**src/rtl/io_responder_pkg.sv**
```systemverilog
// Shared definitions for the CPU-bus IO responder: bus widths, default
// window placement and the responder FSM state type.
package io_responder_pkg;

    localparam int ADDR_WIDTH = 16;
    localparam int REG_WIDTH  = 8;

    localparam logic [15:0] IO_BASE_ADDR    = 16'h4000;
    localparam int          IO_NUM_REGS     = 16;
    localparam int          IO_WAIT_STATES  = 2;

    typedef enum logic [1:0] {
        ST_IDLE = 2'd0,
        ST_WAIT = 2'd1,
        ST_ACK  = 2'd2
    } io_resp_state_t;

endpackage

```
**src/rtl/io_regfile.sv**
```systemverilog
// Register file behind the IO responder: CPU and host write ports (the CPU
// wins when both hit the same index), one registered read port that feeds
// the CPU data bus and one combinational host read port.
module io_regfile
    import io_responder_pkg::*;
#(
    parameter int NUM_REGS  = io_responder_pkg::IO_NUM_REGS,
    parameter int REG_WIDTH = io_responder_pkg::REG_WIDTH
) (
    input  logic                        clk,
    input  logic                        reset,
    input  logic                        cpu_we,
    input  logic [$clog2(NUM_REGS)-1:0] cpu_idx,
    input  logic [REG_WIDTH-1:0]        cpu_wdata,
    input  logic                        host_we,
    input  logic [$clog2(NUM_REGS)-1:0] host_idx,
    input  logic [REG_WIDTH-1:0]        host_wdata,
    input  logic                        rd_en,
    input  logic [$clog2(NUM_REGS)-1:0] rd_idx,
    output logic [REG_WIDTH-1:0]        rd_data,
    output logic [REG_WIDTH-1:0]        host_rdata
);

    logic [REG_WIDTH-1:0] regs_r [NUM_REGS];
    logic [REG_WIDTH-1:0] rd_data_r;

    // Storage update; the CPU assignment comes last so it overrides a host
    // write to the same index on the same edge. The read port samples the
    // pre-edge contents.
    always_ff @(posedge clk or posedge reset) begin
        if (reset) begin
            for (int i = 0; i < NUM_REGS; i++) begin
                regs_r[i] <= '0;
            end
            rd_data_r <= '0;
        end else begin
            if (host_we) begin
                regs_r[host_idx] <= host_wdata;
            end
            if (cpu_we) begin
                regs_r[cpu_idx] <= cpu_wdata;
            end
            if (rd_en) begin
                rd_data_r <= regs_r[rd_idx];
            end
        end
    end

    assign rd_data    = rd_data_r;
    assign host_rdata = regs_r[host_idx];

endmodule

```
**src/rtl/io_responder.sv**
```systemverilog
// Memory-mapped responder on the 6502 bus: decodes an aligned address window,
// serves reads from a register file after a fixed number of wait states
// (stalling the CPU through rdy) and commits writes immediately.
module io_responder
    import io_responder_pkg::*;
#(
    parameter int                                        ADDR_WIDTH  = io_responder_pkg::ADDR_WIDTH,
    parameter int                                        REG_WIDTH   = io_responder_pkg::REG_WIDTH,
    parameter logic [io_responder_pkg::ADDR_WIDTH-1:0]   BASE_ADDR   = io_responder_pkg::IO_BASE_ADDR,
    parameter int                                        NUM_REGS    = io_responder_pkg::IO_NUM_REGS,
    parameter int                                        WAIT_STATES = io_responder_pkg::IO_WAIT_STATES
) (
    input  logic                        clk,
    input  logic                        reset,
    input  logic                        valid,
    input  logic [ADDR_WIDTH-1:0]       addr,
    input  logic                        r_w_n,
    input  logic [REG_WIDTH-1:0]        din,
    output logic [REG_WIDTH-1:0]        dout,
    output logic                        dout_oe,
    output logic                        rdy,
    input  logic                        host_we,
    input  logic [$clog2(NUM_REGS)-1:0] host_addr,
    input  logic [REG_WIDTH-1:0]        host_wdata,
    output logic [REG_WIDTH-1:0]        host_rdata,
    output logic                        cpu_wr,
    output logic [$clog2(NUM_REGS)-1:0] cpu_wr_idx
);

    localparam int         IDX_W   = $clog2(NUM_REGS);
    // Counter preload so that WAIT lasts exactly WAIT_STATES cycles.
    localparam logic [3:0] WS_LOAD = (WAIT_STATES > 0) ? 4'(WAIT_STATES - 1) : 4'd0;

    io_resp_state_t    state_r, state_nx;
    logic [3:0]        ws_cnt_r, ws_cnt_nx;
    logic [IDX_W-1:0]  lat_idx_r, lat_idx_nx;
    logic              rdy_r, rdy_nx;
    logic              dout_oe_r, dout_oe_nx;
    logic              wr_pend_r;
    logic [IDX_W-1:0]  wr_pend_idx_r;
    logic              cpu_wr_r;
    logic [IDX_W-1:0]  cpu_wr_idx_r;

    logic              hit_s;
    logic [IDX_W-1:0]  req_idx_s;
    logic              cpu_we_s;
    logic              rd_en_s;
    logic [IDX_W-1:0]  rd_idx_s;

    assign req_idx_s = addr[IDX_W-1:0];
    assign hit_s     = valid && (addr[ADDR_WIDTH-1:IDX_W] == BASE_ADDR[ADDR_WIDTH-1:IDX_W]);

    // FSM, wait counter, latched index and registered bus handshake outputs.
    always_ff @(posedge clk or posedge reset) begin
        if (reset) begin
            state_r   <= ST_IDLE;
            ws_cnt_r  <= 4'd0;
            lat_idx_r <= '0;
            rdy_r     <= 1'b1;
            dout_oe_r <= 1'b0;
        end else begin
            state_r   <= state_nx;
            ws_cnt_r  <= ws_cnt_nx;
            lat_idx_r <= lat_idx_nx;
            rdy_r     <= rdy_nx;
            dout_oe_r <= dout_oe_nx;
        end
    end

    // Next-state decode: requests are taken in IDLE and ACK only; WAIT
    // ignores the bus because the stalled CPU keeps it frozen.
    always_comb begin
        state_nx   = state_r;
        ws_cnt_nx  = ws_cnt_r;
        lat_idx_nx = lat_idx_r;
        rdy_nx     = 1'b1;
        dout_oe_nx = 1'b0;
        cpu_we_s   = 1'b0;
        rd_en_s    = 1'b0;
        rd_idx_s   = lat_idx_r;
        case (state_r)
            ST_IDLE, ST_ACK: begin
                if (hit_s && r_w_n) begin
                    lat_idx_nx = req_idx_s;
                    if (WAIT_STATES == 0) begin
                        state_nx   = ST_ACK;
                        rd_en_s    = 1'b1;
                        rd_idx_s   = req_idx_s;
                        dout_oe_nx = 1'b1;
                    end else begin
                        state_nx  = ST_WAIT;
                        ws_cnt_nx = WS_LOAD;
                        rdy_nx    = 1'b0;
                    end
                end else if (hit_s) begin
                    cpu_we_s = 1'b1;
                    state_nx = ST_IDLE;
                end else begin
                    state_nx = ST_IDLE;
                end
            end
            ST_WAIT: begin
                if (ws_cnt_r == 4'd0) begin
                    state_nx   = ST_ACK;
                    rd_en_s    = 1'b1;
                    dout_oe_nx = 1'b1;
                end else begin
                    ws_cnt_nx = ws_cnt_r - 4'd1;
                    rdy_nx    = 1'b0;
                end
            end
            default: begin
                state_nx  = ST_IDLE;
                ws_cnt_nx = 4'd0;
            end
        endcase
    end

    // Write-commit strobe: flagged at the committing edge, presented on
    // cpu_wr one cycle later; the index holds between writes.
    always_ff @(posedge clk or posedge reset) begin
        if (reset) begin
            wr_pend_r     <= 1'b0;
            wr_pend_idx_r <= '0;
            cpu_wr_r      <= 1'b0;
            cpu_wr_idx_r  <= '0;
        end else begin
            wr_pend_r <= cpu_we_s;
            if (cpu_we_s) begin
                wr_pend_idx_r <= req_idx_s;
            end
            cpu_wr_r <= wr_pend_r;
            if (wr_pend_r) begin
                cpu_wr_idx_r <= wr_pend_idx_r;
            end
        end
    end

    io_regfile #(
        .NUM_REGS  (NUM_REGS),
        .REG_WIDTH (REG_WIDTH)
    ) u_regfile (
        .clk        (clk),
        .reset      (reset),
        .cpu_we     (cpu_we_s),
        .cpu_idx    (req_idx_s),
        .cpu_wdata  (din),
        .host_we    (host_we),
        .host_idx   (host_addr),
        .host_wdata (host_wdata),
        .rd_en      (rd_en_s),
        .rd_idx     (rd_idx_s),
        .rd_data    (dout),
        .host_rdata (host_rdata)
    );

    assign rdy        = rdy_r;
    assign dout_oe    = dout_oe_r;
    assign cpu_wr     = cpu_wr_r;
    assign cpu_wr_idx = cpu_wr_idx_r;

endmodule

```
**config.mk**
```make
export PLATFORM = sky130hd
export DESIGN_NAME = io_responder
export DESIGN_NICKNAME = d
export VERILOG_FILES = /design/src/rtl/io_responder_pkg.sv /design/src/rtl/io_regfile.sv /design/src/rtl/io_responder.sv
export SDC_FILE = /design/constraint.sdc
export NUM_CORES = 1
export LEC_CHECK = 0
export ABC_AREA = 1
export CORE_ASPECT_RATIO = 1.25
export CORE_UTILIZATION = 55
export DETAILED_ROUTE_END_ITERATION = 8
export PLACE_DENSITY = 0.7
export SYNTH_ARGS = -nofsm -noshare
export SYNTH_HDL_FRONTEND = slang
export SYNTH_SLANG_ARGS = --single-unit
```
**constraint.sdc**
```tcl
create_clock -name clk -period 6.9 [get_ports clk]
set_input_delay 1.38 -clock clk [delete_from_list [all_inputs] [get_ports clk]]
set_output_delay 1.38 -clock clk [all_outputs]
set_load 0.01 [all_outputs]
```
; ---- Word-level counts from Yosys, hierarchy flattened
; Index checks and enable logic that the tools add are counted.
[op_classes]
n_addsub = 1
order_cmp = 5
eq_ne = 6
muxes = 27
bitwise = 3
reduce_logical = 9
[ops]
columns = operator, n
row1 = bitwise mux 128 bit, 2
row2 = 2-to-1 mux 128 bit, 2
row3 = binary-select mux 8 bit (select 4 bit), 2
row4 = demux 8 bit (select 4 bit), 2
row5 = 2-to-1 mux 8 bit, 6
row6 = "greater-or-equal comparator 5 bit, second input constant", 3
row7 = inverter 4 -> 5 bit, 3
row8 = "== test 12 x 11 -> 1 bit, second input constant", 1
row9 = "< comparator 5 x 1 -> 1 bit, second input constant", 2
row10 = 2-to-1 mux 4 bit, 2
row11 = case mux 4 bit (2 select lines), 1
row12 = 2-to-1 mux 1 bit, 7
row13 = "inequality test 2 bit, second input constant", 3
row14 = logical AND 1 bit, 4
row15 = logical NOT 4 bit, 1
row16 = case mux 2 bit (2 select lines), 1
row17 = AND reduction 2 bit, 2
row18 = "subtractor 4 x 1 -> 4 bit, second input constant", 1
row19 = "== test 2 x 1 -> 1 bit, second input constant", 1
row20 = "== test 2 bit, second input constant", 1
row21 = logical NOT 2 bit, 1
row22 = 2-to-1 mux 2 bit, 1
row23 = case mux 1 bit (2 select lines), 1
row24 = OR reduction 2 bit, 1
[word_totals]
register_bits = 158
inputBits = 41
out_inout_bits = 23
wordCells = 77

; ---- Depth between registers and ports, before layout
; Gate-level depths: netlist (run 1).
[depth]
word_depth = 9
ltp_mapped = 11
mapped_depth_nobuf = 10

; ---- Modules after synthesis
; From an unflattened synthesis (run 1), not the netlist that was laid out.
[unflattened]
hier_cells = 1378
hier_area_um2 = 9559.2
[by_module_without_submodules]
columns = mod, n_inst, cells_each, area_per_inst_um2, seq_area_each_um2
row1 = io_regfile, 1, 1261, 8494.4, 3403.3
row2 = io_responder, 1, 117, 1064.8, 551.8

; ---- Worst setup path after synthesis (run 1)
; OpenSTA, ideal clock, no wires.
[synth_timing]
path_kind = input -> output
start = input host_addr[0]
end = output host_rdata[1]
t_arrival_ns = 2.165
required_time_ns = 5.520
slack_ns = 3.355
path_stages = 7
n_path_buf = 1
cell_sequence = inv_1 > nor2_1 > buf_2 > nand2_1 > o21ai_0 > o21ai_0 > nand4_1
[synth_between]
elab_chain_len = 4
[synth_rtl]
columns = item, line
row1 = start: declaration, io_responder.sv:23  ; input logic [$clog2(NUM_REGS)-1:0] host_addr,
row2 = inverter 4 -> 5 bit (not written as such), io_regfile.sv:50  ; assign host_rdata = regs_r[host_idx];
row3 = binary-select mux 8 bit (select 4 bit), io_regfile.sv:50
row4 = 2-to-1 mux 8 bit (not written as such) (2 in a row), io_regfile.sv:50
row5 = end: declaration, io_responder.sv:25  ; output logic [REG_WIDTH-1:0] host_rdata,
; Every way passes these cells. The select of a mux whose other input is x is not followed.

; ---- Worst setup path after layout (run 1)
[layout_timing]
start = input host_addr[0]
end = output host_rdata[2]
; The elaborated chain is that of the path after synthesis.

==> results of run 1 <==
## through the flow
stage	power (uW)	worst slack (ps)	util (%)	instance area, sq um	hold WS, ps
after floorplan	1810	1260	-	12200	448
after global placement	2170	1570	59.0	12700	470
after detailed placement	2180	1560	59.0	12700	470
after CTS	3170	1540	61.8	13400	488
after global routing	3380	1330	61.8	13400	519
final	3230	1470	61.8	13400	492
## cell usage in the layout, fill, tap and decap left out, drive strengths merged
cell	n
clkbuf	17
or2	1
and2	1
clkinv	5
dfstp	1
nor3	1
nor2	42
mux2	3
buf	20
inv	202
dfrtp	157
clkdlybuf4s50	63
nand2	1111
clkinvlp	1
nand3	122
nand4	10
ha	1
a21oi	3
o21ai	329
and3	1
diode	2
## final cells by class
| class | count | area [sq um] |
|---|---|---|
| Inverter | 193 | 729 |
| Tap cell | 279 | 349 |
| Clock inverter | 15 | 183 |
| Sequential cell | 158 | 3960 |
| Timing Repair Buffer | 83 | 781 |
| Fill cell | 2147 | 8260 |
| Multi-Input combinational cell | 1625 | 6930 |
| Clock buffer | 17 | 425 |
| Antenna cell | 2 | 5.00 |
## routing by layer
layer  vias up  global-route usage (%)
met5         -                       0
met4         0                    31.6
met3       252                    11.7
met2      1039                    66.7
met1      6405                    59.3
li1       6465                       -
## flip-flops by register name (all words and copies together) (netlist names), 2 cells and up
register / flops
state_r: 2
wr_pend_idx_r: 4
lat_idx_r: 4
ws_cnt_r: 4
cpu_wr_idx: 4
u_regfile.regs_r: 128
u_regfile.rd_data: 8
## worst min-delay path: cells and delay by family (launching register included)
kind             cells  cell delay (ps)
AND/OR/NAND/NOR      2              110
flip-flops           1              350
## power by group
group	internal, uW	total [uW]	switching [uW]
Combinational	309	963	655
Sequential	1090	1260	173
Clock	496	998	502
## worst paths after layout
path	startpoint	end
setup / recovery	host_addr[0]	host_rdata[2]
hold / removal	u_regfile.rd_data[0]$_DFFE_PP0P_	u_regfile.rd_data[0]$_DFFE_PP0P_
setup reg to reg	state_r[0]$_DFFE_PP0P_	u_regfile.regs_r[115]$_DFF_PP0_
hold reg to reg	u_regfile.rd_data[0]$_DFFE_PP0P_	u_regfile.rd_data[0]$_DFFE_PP0P_
max in group asynchronous	reset	state_r[0]$_DFFE_PP0P_
min in group asynchronous	reset	u_regfile.regs_r[90]$_DFF_PP0_
## cell families (layout without fill, tap and decap cells)
group                    count (synthesis)  in the layout  synth area share [%]
AND/OR/NAND/NOR                       1289           1289                  42.7
AO/OA/AOI/OAI                          332            332                  13.9
buffers and inverters                  309            308                  10.6
flip-flops                             158            158                  32.5
multiplexers                             3              3                 0.278
adder cells (fa/ha/maj)                  1              1                 0.103
other                                    0              2                     0
==> metrics.md, run 1 <==
| Metric | Value |
|---|---|
| Sum of met2 wire segment lengths after detailed routing | 21,400 um |
| Count of flip-flops with a built-in enable after synthesis | 0 |
| Number of register bits inferred by synthesis | 158 |
| 1st-pass router iterations | 9 |
| Site row count | 60 |
| Startpoint types | input pin |
| Power per cell area | 242 nW/um^2 |
| Met3 routed wirelength | 6590 um |
| Number of cells in the finished layout apart from fillers | 2,372 |
| IR Drop Worst-Case VDD | 0.000174 V |
| Wire length of the first global-routing pass | 77,000 um |
| Routed length per instance | 21.4 um |
| Netlist cell types | 30 |
| Setup slack of the most critical reg-to-reg path | 4350 ps |
| Area growth from synthesis to layout | 9.93% |
| Total grt overflow | 0 |
| Total of hold buffers inserted after clock tree synthesis | 0 |
| Htree depth | 4 |
| Antenna violations before repair | 1 |
| Delay of the slowest cell on the worst path | approximately 740 ps |
| Status | completed |
| Clock Latency Late Sink | 450 ps |
| I/O pin total | 64 |
| Worst-path clk slew | 80 ps |
| Period Utilization, post-route | between 70% and 80% |
| Initial Utilization | 56.2% |
| Most area-consuming cells after synthesis | sky130_fd_sc_hd__nand2_1, sky130_fd_sc_hd__dfrtp_1, sky130_fd_sc_hd__o21ai_0 |
| Clock tree buffer depth | 2 |
| Rel. slew slack | 14.8% |
| Instance count along the most critical hold path | 2 |
| Number of vias in the routed layout | 14,200 |
| Cell count after placement | 2,338 |
| GRT Resource Usage Total | 45.8% |
| Via density per instance | around 6 |
| Die area | 22,700 sq um |
| Number of maximum-capacitance constraint violations | 0 |
| Crit path cell chain | clkdlybuf4s50_1 > inv_1 > nand2_1 > o21ai_0 > o21ai_0 > nand4_1 > clkdlybuf4s50_1 |
| Yosys Warn Count | 0 |
| Worst hold-check path type | reg2reg |
| Final hold violations | 0 |
| Most frequently used cell type in the post-synthesis netlist | sky130_fd_sc_hd__nand2_1 |
| Most frequent cells after synthesis | sky130_fd_sc_hd__nand2_1, sky130_fd_sc_hd__o21ai_0, sky130_fd_sc_hd__inv_1 |
| Logic depth of the worst path, buffers included | 7 |
| Post-DP HPWL | between 30,000 and 40,000 um |
| TritonCTS clock tree | done |
| Element type at the critical path end | output pin |
| Biggest area consumer among synthesized cells | sky130_fd_sc_hd__nand2_1 |
| Vias in the first global route | 12,800 |
| Final Slew Violations | 0 |
| Synthesized netlist net count | 2,134 |
| Top sig layer | met4 |
| Dominant register cell in the synthesized netlist | sky130_fd_sc_hd__dfrtp_1 |
| Actual slew at the worst max-slew pin | 1270 ps |
| Cell area after synthesis | 12,200 sq um |
| Maximum number of pins on one net before global-route repair | 89 |
| Synthesized instance count | 2,092 |
| Placer Congestion | 1.04 |
| Minimum clock period after layout | 5430 ps |
| Clock Tree Root | sky130_fd_sc_hd__clkbuf_16 |
| CP Buf/Inv Count | 3 |
| Die span in x | 135 um |
| # setup viols final | 0 |
| Synthesized area divided by synthesized cell count | 5.81 sq um |
| Share of the synthesized area in the top cell type | 33.8% |
| Buffers on Ports | 63 |
| Worst endpoint data arrival time | 4050 ps |
| Met1 WL | 18,600 um |
| Routed Antenna Nets | 0 |
| Worst Path Class, Setup | in2out |
| Required time of the critical path | 5520 ps |
| Final layout net count | 2,120 |
| Fraction of registers with async set/reset | 100% |
| Total negative slack | 0 ps |
| Family of cells with the greatest summed delay on the critical path | buffers and inverters |
| Clock buffers created by TritonCTS | 17 |
| Portion of the post-synthesis area used by sequential elements | 32.5% |
| CP Max Fanout | 32 |
| Highest achievable clock rate | 184 MHz |
| Core area | 21,600 sq um |
| Initial DRC Count | between 1,500 and 2,000 |
| Leak | around 0.0070 uW |
| Number of gates given a new drive strength after cts | 0 |
| Vertical extent of the die | between 150 and 200 um |
| Setup bufs post-CTS | 0 |
| Remaining design rule violation count | 0 |
| Worst-case clock skew | between 10 and 15 ps |
| Setup repair after global routing missed its margin | false |
| Worst path slowest cell | sky130_fd_sc_hd__nand2_1 |
| Fraction of final layout cells sized beyond drive strength 1 | 5.12% |
| R2r worst-path depth | 4 |
| Sink Count | 158 |
| Total Routed Length | about 51,000 um |
Note: power is estimated with default switching activity, not from simulation.
==> run 2, diff against run 1 <==
==> constraint.sdc (replaced) <==
create_clock -name clk -period 5.4 [get_ports clk]
set_input_delay 1.08 -clock clk [delete_from_list [all_inputs] [get_ports clk]]
set_output_delay 1.08 -clock clk [all_outputs]
set_load 0.01 [all_outputs]
==> run 2 against run 1 <==
Register-to-register slack worse by 1300 ps; total power grew 30%; final area rose by 0.39%; utilization up 0.24 points; global-route usage grew 1.3 points; first-iteration DRC count increased by 12%; wire length up 2.6%; combinational power increased by 28%; via count increased by 1.1%; critical endpoint is now host_rdata[0]; largest cell class unchanged.
==> metrics.md, run 2 (synthesis results as in run 1) <==
| Metric | Value |
|---|---|
| Initial Utilization | 56.2% (unchanged) |
| Rel. slew slack | 14.5% (was 14.8%) |
| Actual slew at the worst max-slew pin | 1280 ps (was 1270 ps) |
| Highest achievable clock rate | 225 MHz |
| Core area | 21,600 sq um (unchanged) |
| Hold wc startpoint | u_regfile.rd_data[7]$_DFFE_PP0P_ (was u_regfile.rd_data[0]$_DFFE_PP0P_) |
| Die area | 22,700 sq um (unchanged) |
| Worst hold-check path type | reg2reg (unchanged) |
| Number of maximum-capacitance constraint violations | 0 (unchanged) |
| Instance count along the most critical hold path | 2 (unchanged) |
| Number of cells in the finished layout apart from fillers | 2,370 (was 2,372) |
| Max reg flops | 128 (unchanged) |
| R2r worst-path depth | 6 (was 4) |
| Sum of met2 wire segment lengths after detailed routing | 22,000 um (was 21,400 um) |
| Buffers on Ports | 63 (unchanged) |
| Source of the worst register-to-register timing path | lat_idx_r[2]$_DFFE_PP0P_ (was state_r[0]$_DFFE_PP0P_) |
| Period Utilization, post-route | 82.2% |
| Top register by number of flip-flops | u_regfile.regs_r (unchanged) |
| Remaining design rule violation count | 0 (unchanged) |
| Met1 WL | 19,300 um (was 18,600 um) |
| Total negative slack | 0 ps (unchanged) |
| TritonCTS clock tree | done (unchanged) |
| Maximum number of pins on one net before global-route repair | 89 (unchanged) |
| Site row count | 60 (unchanged) |
| Cell count after placement | 2,338 (unchanged) |
| 1st-pass router iterations | 7 (was 9) |
| Htree depth | 4 (unchanged) |
| Antenna violations before repair | 2 (was 1) |
| Antenna Diode Count | 0 (was 2) |
| Setup repair after global routing missed its margin | false (unchanged) |
| Setup slack of the most critical reg-to-reg path | 3040 ps (was 4350 ps) |
| Final layout net count | 2,120 (unchanged) |
| R2r endpoint | u_regfile.rd_data[2]$_DFFE_PP0P_ (was u_regfile.regs_r[115]$_DFF_PP0_) |
| Final hold violations | 0 (unchanged) |
| CP Max Fanout | 33 (was 32) |
| Via density per instance | 6.04 (was 5.97) |
| Worst-case clock skew | 13.5 ps (was 14.6 ps) |
| Leak | 0.00706 uW (was 0.00703 uW) |
| Setup bufs post-CTS | 0 (unchanged) |
| Status | completed (unchanged) |
| Clock tree buffer depth | 2 (unchanged) |
| Initial DRC Count | 2,178 (was 1,940) |
| Clock buffers created by TritonCTS | 17 (unchanged) |
| Number of vias in the routed layout | 14,300 (was 14,200) |
| Startpoint types | input pin (unchanged) |
| Total grt overflow | 0 (unchanged) |
| Vertical extent of the die | 168 um (unchanged) |
| Worst-path clk slew | 70 ps (was 80 ps) |
| Die span in x | 135 um (unchanged) |
| Placer Congestion | 1.03 (was 1.04) |
| IR Drop Worst-Case VDD | 0.000225 V (was 0.000174 V) |
| Power per cell area | 314 nW/um^2 (was 242 nW/um^2) |
| Most common cell after layout, fill and taps aside | sky130_fd_sc_hd__nand2_1 (unchanged) |
| Final Slew Violations | 0 (unchanged) |
| Most used cells in the layout excluding fill and tap cells | sky130_fd_sc_hd__nand2_1, sky130_fd_sc_hd__o21ai_0, sky130_fd_sc_hd__inv_1 (unchanged) |
| Final total power | 4210 uW (was 3230 uW) |
| Wire length of the first global-routing pass | 79,300 um (was 77,000 um) |
| Worst slack on hold paths | 496 ps (was 492 ps) |
| Clock Tree Root | sky130_fd_sc_hd__clkbuf_16 (unchanged) |
| # setup viols final | 0 (unchanged) |
| Worst endpoint data arrival time | 3360 ps (was 4050 ps) |
| Total of hold buffers inserted after clock tree synthesis | 0 (unchanged) |
| Worst Path Class, Setup | in2out (unchanged) |
| Routed Antenna Nets | 0 (unchanged) |
| Sink Count | 158 (unchanged) |
| Minimum clock period after layout | approximately 4400 ps |
| Fraction of final layout cells sized beyond drive strength 1 | 5.12% (unchanged) |
| Top sig layer | met5 (was met4) |
| Element type at the critical path end | output pin (unchanged) |
| GRT Resource Usage Total | 47.1% (was 45.8%) |
| Vias in the first global route | 13,100 (was 12,800) |
| Number of gates given a new drive strength after cts | 0 (unchanged) |
| Required time of the critical path | 4320 ps (was 5520 ps) |
| Routed length per instance | 21.9 um (was 21.4 um) |
| Clock Latency Late Sink | 450 ps (about the same) |
| Total Routed Length | 52,000 um (was 50,700 um) |
| Met3 routed wirelength | 6580 um (was 6590 um) |
| Area growth from synthesis to layout | 10.4% (was 9.93%) |
| Post-DP HPWL | 34,600 um (was 34,100 um) |
| Worst hold path endpoint | u_regfile.rd_data[7]$_DFFE_PP0P_ (was u_regfile.rd_data[0]$_DFFE_PP0P_) |
| I/O pin total | 64 (unchanged) |
==> run 2: cell types whose count changed in the layout (fill, tap and decap cells not counted), sizes merged <==
cell	delta
bufinv	+2
diode	-2
inv	-2
==> run 2: critical path, stage by stage <==
cell and delay (ps):
sky130_fd_sc_hd__clkdlybuf4s50_1 610, sky130_fd_sc_hd__nand2_2 450, sky130_fd_sc_hd__o21ai_0 340, sky130_fd_sc_hd__o21ai_0 150
sky130_fd_sc_hd__nand4_1 160, sky130_fd_sc_hd__clkdlybuf4s50_1 550
==> run 2: metrics by stage <==
step / area [sq um] / utilization, % / worst slack [ps]
after CTS: 13400 / 62.0 / 1020
after detailed placement: 12800 / 59.1 / 1030
final: 13400 / 62.0 / 964
after global routing: 13400 / 62.0 / 849
after floorplan: 12200 / - / 58.4
after global placement: 12800 / 59.1 / 1050
==> run 2: layout make-up <==
type / instances / area [sq um]
fill: 2138 / 8210
clock inverter: 15 / 215
tap: 279 / 349
clock buffer: 17 / 425
inverter: 193 / 729
sequential: 158 / 3960
multi-input combinational: 1625 / 6930
timing repair buffer: 83 / 806
==> run 2: per-layer routing <==
layer  vias up  global-route usage, %
li1       6462                      -
met1      6565                   61.1
met2      1035                   68.4
met3       252                   13.2
met4         2                   30.8
met5         -                      0
==> run 2: report_power, final <==
part / leakage [uW] / switching (uW) / internal, uW
combinational: 0.00477 / 836 / 395
clock: 0.000309 / 639 / 717
sequential: 0.00198 / 227 / 1400
==> run 2: how the worst max path moves through the flow <==
stage,start,end,cells past startpoint
6_report,host_addr[1],host_rdata[0],6
5_1_grt,host_addr[0],host_rdata[3],9
4_1_cts,host_addr[1],host_rdata[3],6
3_5_place_dp,host_addr[1],host_rdata[3],6
3_3_place_gp,host_addr[1],host_rdata[3],6
2_1_floorplan,reset,cpu_wr$_DFF_PP0_,1
